--- src/rtl/pipe_butterfly.sv ---
// Three-stage pipelined radix-2 butterfly: y1 = x1 + W*x2, y2 = x1 - W*x2,
// with a rounded twiddle rotation, optional halving and saturating outputs.
module pipe_butterfly #(
    parameter int DATA_W = 16,
    parameter int TW_W   = 16
) (
    input  logic                     clk,
    input  logic                     rst,
    input  logic                     s_valid,
    output logic                     s_ready,
    input  logic signed [DATA_W-1:0] re_i1,
    input  logic signed [DATA_W-1:0] im_i1,
    input  logic signed [DATA_W-1:0] re_i2,
    input  logic signed [DATA_W-1:0] im_i2,
    input  logic signed [TW_W-1:0]   cos_i,
    input  logic signed [TW_W-1:0]   sin_i,
    input  logic                     inv,
    input  logic                     scale,
    output logic                     m_valid,
    input  logic                     m_ready,
    output logic signed [DATA_W-1:0] re_o1,
    output logic signed [DATA_W-1:0] im_o1,
    output logic signed [DATA_W-1:0] re_o2,
    output logic signed [DATA_W-1:0] im_o2,
    output logic                     ovf_sticky,
    input  logic                     ovf_clr
);
    localparam int PW = DATA_W + TW_W + 1;
    localparam int RW = DATA_W + 2;
    localparam int AW = DATA_W + 3;
    localparam int SH = TW_W - 2;
    localparam logic signed [PW-1:0] RND  = PW'(64'sd1 <<< (TW_W - 3));
    localparam logic signed [AW-1:0] ONE  = AW'(1);
    localparam logic signed [AW-1:0] MAXV = AW'((64'sd1 <<< (DATA_W - 1)) - 64'sd1);
    localparam logic signed [AW-1:0] MINV = ~MAXV;

    // Returns {saturated, value}; halving rounds half up before clamping.
    function automatic logic [DATA_W:0] satScale(input logic signed [AW-1:0] v,
                                                 input logic sc);
        logic signed [AW-1:0] t;
        t = sc ? ((v + ONE) >>> 1) : v;
        if (t > MAXV)
            satScale = {1'b1, MAXV[DATA_W-1:0]};
        else if (t < MINV)
            satScale = {1'b1, MINV[DATA_W-1:0]};
        else
            satScale = {1'b0, t[DATA_W-1:0]};
    endfunction

    logic adv;

    logic                     v1_q, v2_q, mValid_q;
    logic signed [PW-1:0]     prodRc_q, prodIs_q, prodIc_q, prodRs_q;
    logic signed [DATA_W-1:0] re1S1_q, im1S1_q, re1S2_q, im1S2_q;
    logic                     scaleS1_q, scaleS2_q;
    logic signed [RW-1:0]     rotRe_q, rotIm_q;
    logic signed [DATA_W-1:0] reO1_q, imO1_q, reO2_q, imO2_q;
    logic                     ovf_q, sticky_q;

    logic signed [TW_W:0]     sinExt, sinEff;
    logic signed [PW-1:0]     prodRc_d, prodIs_d, prodIc_d, prodRs_d;
    logic signed [RW-1:0]     rotRe_d, rotIm_d;
    logic signed [AW-1:0]     sumRe, sumIm, difRe, difIm;
    logic [DATA_W:0]          satRe1, satIm1, satRe2, satIm2;
    logic                     ovf_d, sticky_d;

    assign adv     = !mValid_q | m_ready;
    assign s_ready = adv;

    // Inverse mode conjugates W by negating sin one bit wider, so -(-2^(TW_W-1)) is safe.
    always_comb begin
        sinExt   = {sin_i[TW_W-1], sin_i};
        sinEff   = inv ? -sinExt : sinExt;
        prodRc_d = PW'(re_i2) * PW'(cos_i);
        prodIs_d = PW'(im_i2) * PW'(sinEff);
        prodIc_d = PW'(im_i2) * PW'(cos_i);
        prodRs_d = PW'(re_i2) * PW'(sinEff);
    end

    always_comb begin
        rotRe_d = RW'((prodRc_q - prodIs_q + RND) >>> SH);
        rotIm_d = RW'((prodIc_q + prodRs_q + RND) >>> SH);
    end

    always_comb begin
        sumRe  = AW'(re1S2_q) + AW'(rotRe_q);
        sumIm  = AW'(im1S2_q) + AW'(rotIm_q);
        difRe  = AW'(re1S2_q) - AW'(rotRe_q);
        difIm  = AW'(im1S2_q) - AW'(rotIm_q);
        satRe1 = satScale(sumRe, scaleS2_q);
        satIm1 = satScale(sumIm, scaleS2_q);
        satRe2 = satScale(difRe, scaleS2_q);
        satIm2 = satScale(difIm, scaleS2_q);
        ovf_d  = satRe1[DATA_W] | satIm1[DATA_W] | satRe2[DATA_W] | satIm2[DATA_W];
    end

    always_ff @(posedge clk) begin
        if (rst) begin
            v1_q      <= 1'b0;
            v2_q      <= 1'b0;
            mValid_q  <= 1'b0;
            prodRc_q  <= '0;
            prodIs_q  <= '0;
            prodIc_q  <= '0;
            prodRs_q  <= '0;
            re1S1_q   <= '0;
            im1S1_q   <= '0;
            scaleS1_q <= 1'b0;
            rotRe_q   <= '0;
            rotIm_q   <= '0;
            re1S2_q   <= '0;
            im1S2_q   <= '0;
            scaleS2_q <= 1'b0;
            reO1_q    <= '0;
            imO1_q    <= '0;
            reO2_q    <= '0;
            imO2_q    <= '0;
            ovf_q     <= 1'b0;
        end else if (adv) begin
            v1_q      <= s_valid;
            prodRc_q  <= prodRc_d;
            prodIs_q  <= prodIs_d;
            prodIc_q  <= prodIc_d;
            prodRs_q  <= prodRs_d;
            re1S1_q   <= re_i1;
            im1S1_q   <= im_i1;
            scaleS1_q <= scale;
            v2_q      <= v1_q;
            rotRe_q   <= rotRe_d;
            rotIm_q   <= rotIm_d;
            re1S2_q   <= re1S1_q;
            im1S2_q   <= im1S1_q;
            scaleS2_q <= scaleS1_q;
            mValid_q  <= v2_q;
            reO1_q    <= satRe1[DATA_W-1:0];
            imO1_q    <= satIm1[DATA_W-1:0];
            reO2_q    <= satRe2[DATA_W-1:0];
            imO2_q    <= satIm2[DATA_W-1:0];
            ovf_q     <= ovf_d;
        end
    end

    // A saturated output leaving the block takes priority over a clear.
    always_comb begin
        sticky_d = sticky_q;
        if (mValid_q && m_ready && ovf_q)
            sticky_d = 1'b1;
        else if (ovf_clr)
            sticky_d = 1'b0;
    end

    always_ff @(posedge clk) begin
        if (rst)
            sticky_q <= 1'b0;
        else
            sticky_q <= sticky_d;
    end

    assign m_valid    = mValid_q;
    assign re_o1      = reO1_q;
    assign im_o1      = imO1_q;
    assign re_o2      = reO2_q;
    assign im_o2      = imO2_q;
    assign ovf_sticky = sticky_q;
endmodule

--- config.mk ---
export PLATFORM = sky130hd
export DESIGN_NAME = pipe_butterfly
export DESIGN_NICKNAME = d
export VERILOG_FILES = /design/src/rtl/pipe_butterfly.sv
export SDC_FILE = /design/constraint.sdc
export NUM_CORES = 2
export LEC_CHECK = 0
export ABC_CLOCK_PERIOD_IN_PS = 13600
export BUFFER_PORTS_ARGS = -buffer_cell sky130_fd_sc_hd__buf_2
export CAP_MARGIN = 40
export CORE_UTILIZATION = 45
export CTS_BUF_LIST = sky130_fd_sc_hd__clkbuf_4 sky130_fd_sc_hd__clkbuf_8
export CTS_CLUSTER_SIZE = 28
export DETAILED_ROUTE_END_ITERATION = 8
export GPL_TIMING_DRIVEN = 0
export PLACE_DENSITY_LB_ADDON = 0.15
export SYNTH_ARGS = -nofsm -noshare
export SYNTH_HDL_FRONTEND = slang
export SYNTH_SLANG_ARGS = --single-unit
--- constraint.sdc ---
create_clock -name clk -period 13.6 [get_ports clk]
set_input_delay 3.4 -clock clk [delete_from_list [all_inputs] [get_ports clk]]
set_output_delay 3.4 -clock clk [all_outputs]
set_load 0.03 [all_outputs]
After elaboration in Yosys (flattened, before gate mapping)

Cells that the tools add are included.

Flip-flop bits (word level): 299
Bits of input ports: 103
Output and inout port bits: 67
Logic and storage cells: 69

Add/sub/neg operators: 13
$mul: 4
Magnitude comparators: 8
Multiplexer cells: 15
Bitwise operators: 4
Reductions and logical operators: 4

Operators by type and width:

| operator               | count |
|---|---|
| $mux 17                | 9 |
| $add 19x2->19 const B  | 4 |
| $gt 19x16->1 const B   | 4 |
| $lt 19x16->1 const B   | 4 |
| $mux 19                | 4 |
| $add 32x15->32 const B | 2 |
| $mul 16x16->32         | 2 |
| $mul 16x17->32         | 2 |
| $add 16x18->19         | 2 |
| $sub 16x18->19         | 2 |
| $add 32x32->32         | 1 |
| $sub 32x32->32         | 1 |
| $neg 16->17            | 1 |
| $or 1x1->1             | 4 |
| $logic_and 1x1->1      | 2 |
| $mux 1                 | 2 |
| $reduce_bool 2->1      | 1 |
| $logic_not 1->1        | 1 |

Logic depth before layout (Yosys ltp)

Depth in word-level cells: 9
Gate-level depth with buffers: 35
Depth with buffers taken out: 33

Least setup slack after synthesis

OpenSTA, ideal clock, no wires.

Path kind: input -> register
From: input port sin_i[2]
To: register prodIs_q[23]
Setup time: 117 ps
Arrival time: 10669 ps
Required time: 13483 ps
Setup slack: 2814 ps
Stages: 31
Buffers on the path: 1
Path through: nor4_1 -> nand2b_1 -> nor2_1 -> nand2_1 -> nand2_1 -> nand2_1 -> xor2_1 -> clkbuf_1 -> nand2_1 -> fa_1 -> fa_1 -> inv_1 -> fa_1 -> inv_1 -> fa_1 -> inv_1 -> fa_1 -> fa_1 -> ha_1 -> and3_1 -> and3_1 -> a2111oi_0 -> o31ai_1 -> a21o_1 -> and2_1 -> o311a_1 -> o21a_1 -> nor2_1 -> o21bai_1 -> xor2_1 -> a22o_1

Cells in the longest elaborated chain, start to end: 3

RTL lines:

| element              | RTL line | text |
|---|---|---|
| start, declared      | 16       | `input logic signed [TW_W-1:0] sin_i,` |
| $neg 16->17          | 73       | `sinEff = inv ? -sinExt : sinExt;` |
| $mux 17 (*)          | 73       |  |
| $mul 16x17->32 (*)   | 75       | `prodIs_d = PW'(im_i2) * PW'(sinEff);` |
| end signal, assigned | 122      | `prodIs_q <= prodIs_d;` |
| end, declared        | 53       | `logic signed [PW-1:0] prodRc_q, prodIs_q, prodIc_q, prodRs_q;` |

Every way passes the cells marked *; elsewhere a longest branch is shown, timed or not.
A chain may end at the register's enable or synchronous reset.

Final worst setup path

Ends and elaborated chain as after synthesis.

==> results.py <==
metrics = {
    "status": {
        "status": "complete, no violations",
    },
    "placement": {
        "dp_slack_ps": 754,
        "port_buffers": 168,
        "dp_cells": 8903,
        "hpwl_um": 178000,
        "dpl_cell_area_um2": 62900,
        "place.gp.congestion": 0.976,
    },
    "cts": {
        "cts_tree": "yes",
        "root_buffer": "clkbuf_8",
        "cts_buffers": 46,
        "cts_resized": 0,
        "cts_buffer_depth": 3,
        "cts_sinks": 299,
        "cts_hold_buf": 0,
        "clock_latency_ps": 680,
        "post-cts-setup-buffers": 0,
        "h-tree-depth": 2,
        "cts.reportedPaths.clkPinSlew_ps": 80,
    },
    "sta": {
        "max_slew_margin": 0.328,
        "fin_worst_skew_ps": 57.1,
        "finalSetupTns_ps": 0,
        "period_share": 0.914,
        "slew_violations": 0,
        "fin_crit_ps": 12440,
        "rsz0062_at_grt": "false",
        "final_hold_viol_count": 0,
        "fmax_ghz": 0.0804,
        "tightest_slew_ps": 1010,
        "worst_slack_ps": 1160,
        "setup_viol": 0,
    },
    "synthesis": {
        "synth_most_common_cell": "inv_1",
        "synth_area_um2": 59000,
        "synth_edf_count": 0,
        "synth_common_cells": "1351 x inv_1, 1068 x fa_1, 1043 x nand2_1, 523 x ha_1, 447 x and2_1",
        "yosysUniqueCellTypes": 107,
        "yosys-top-cells-area": "fa_1 36%, ha_1 11%, dfxtp_1 10%",
        "yosys_warnings": 0,
        "synth-async-reset-ratio": 0,
        "syn-num-nets": 8618,
        "synth_top_area_frac": 0.362,
        "synth_top_area_cell": "fa_1",
        "ys_seq_area_frac": 0.101,
        "synth_cells": 6924,
        "avgSynthCellArea_um2": 8.52,
        "ys_seq_elements": 299,
        "synth-main-ff-cell": "dfxtp_1",
    },
    "finish": {
        "nNetsFinal": 8903,
        "multi_input_area_um2": 46600,
        "final_cells": 8988,
        "drive_above_1_share": 0.0566,
        "seqCellArea_um2": 5990,
        "fin_area_um2": 63800,
        "nFillCells": 12966,
        "areaGrowthSynthToFinish_pct": 8.25,
    },
    "setup_path": {
        "crit_path_frequent_cell": "fa_1",
        "path_max_fanout": 10,
        "cp-end-kind": "flip-flop",
        "required_ps": 14170,
        "cp_top_family": "adder cells",
        "critPathMaxStageDelay_ps": 830,
        "path_class": "in -> reg",
        "arrival_ps": 13010,
        "crit_slowest_cell": "a2111oi_0",
        "cp-start-kind": "input port",
        "path_buf_inv": 5,
    },
    "grt": {
        "grt_pass1_wl_um": 310000,
        "grt_usage": 0.319,
        "globalRouteOverflowTotal": 0,
        "grt_max_degree": 15,
        "first_global_vias": 49346,
        "antenna_found_initial": 19,
    },
    "die": {
        "design.die.area_um2": 133000,
        "die_x_um": 364,
        "start_util": 0.454,
        "coreArea_um2": 130000,
        "io_pins": 170,
        "dieHeight_um": 364,
        "rows": 132,
    },
    "routing": {
        "wl_per_cell_um": 23.3,
        "drt_wl_total_um": 209000,
        "route.vias.total": 48855,
        "vias_per_cell": 5.44,
        "ant_nets": 0,
        "drcViolationCount": 0,
        "drt_pass1_iterations": 6,
        "drtIter0Drc": 3784,
    },
    "hold_path": {
        "min_path_type": "reg -> reg",
    },
    "flow_run": {
        "drv_cap": 0,
    },
}
area by class of cell:
class,instances,share of cell area
multi-input cells,4937,0.730
repair buffers,237,0.0266
plain buffers,335,0.0203
well taps,1742,0.0341
inverters,1353,0.0795
diodes,5,0.000196
clock inverters,14,0.00208
flip-flops and latches,299,0.0938
clock buffers,66,0.0131
sequential cells by signal, indices dropped and copies added, names as in the netlist, 18 cells and up:
register / count
prodIc_q: 32
prodIs_q: 32
prodRc_q: 32
prodRs_q: 32
rotIm_q: 18
rotRe_q: 18
cell families (layout without fill, tap and decap cells):
group / Yosys count / in the layout / share of synthesized area
AND/OR/NAND/NOR: 2099 / 2099 / 0.169
AO/OA/AOI/OAI: 985 / 985 / 0.108
buffers and inverters: 1688 / 2005 / 0.108
flip-flops: 299 / 299 / 0.101
multiplexers: 14 / 14 / 0.00248
adder cells (fa/ha/maj): 1591 / 1591 / 0.473
XOR/XNOR: 248 / 248 / 0.0372
other: 0 / 5 / 0
layout by cell type, fill, tap and decap left out, types with 11 or more instances in the layout:
cell type	instances
a211o_1	13
a211oi_1	68
a21o_1	91
a21oi_1	384
a22o_1	35
a31oi_1	25
and2_1	447
and3_1	33
buf_2	186
buf_6	31
buf_8	31
clkbuf_1	310
clkbuf_4	11
clkbuf_8	55
dfxtp_1	299
fa_1	1068
ha_1	523
inv_1	1351
nand2_1	1043
nand2b_1	58
nand3_1	49
nand4_1	20
nor2_1	248
nor2b_1	25
nor3_1	68
nor4_1	12
o211ai_1	15
o21a_1	25
o21ai_0	130
o21bai_1	36
o22ai_1	18
o31ai_1	22
or2_2	18
or3_1	29
xnor2_1	183
xor2_1	62
stage by stage:
stage	hold WS, ps	utilization
6_report	424	0.492
5_1_grt	472	0.492
4_1_cts	423	0.492
3_5_place_dp	445	0.484
3_3_place_gp	435	0.478
2_1_floorplan	427	-
worst paths after layout:
check,from,endpoint,slack [ps],cells after the start
max,sin_i[2],prodIs_q[23],1160,32
min,im1S1_q[10],im1S2_q[10],420,2
max reg2reg,rotRe_q[1],re_o1[6],8480,14
min reg2reg,im1S1_q[10],im1S2_q[10],420,2
worst reg2reg max path: stages (launching register included):
cell and delay (ps):
dfxtp_1 420, inv_1 100, ha_1 290, nor2b_1 170, o211ai_1 160, a211oi_1 630, o21ai_0 230, a22oi_1 430
o2111a_1 350, nand4_1 200, nor2_1 230, mux2_2 380, a221oi_2 710, nor2_1 400, a211oi_1 310
metal layers:
| metal | share of wire | global-route usage | vias to the layer above |
|---|---|---|---|
| met5 | 0.00031 | 0 | - |
| met4 | 0.077 | 0.201 | 10 |
| met3 | 0.071 | 0.0443 | 475 |
| met2 | 0.46 | 0.519 | 1939 |
| met1 | 0.40 | 0.401 | 24409 |
| li1 | - | - | 22022 |
Power is not shown: default switching activity piles up to over one toggle a cycle in this logic, so the estimate is an artifact.
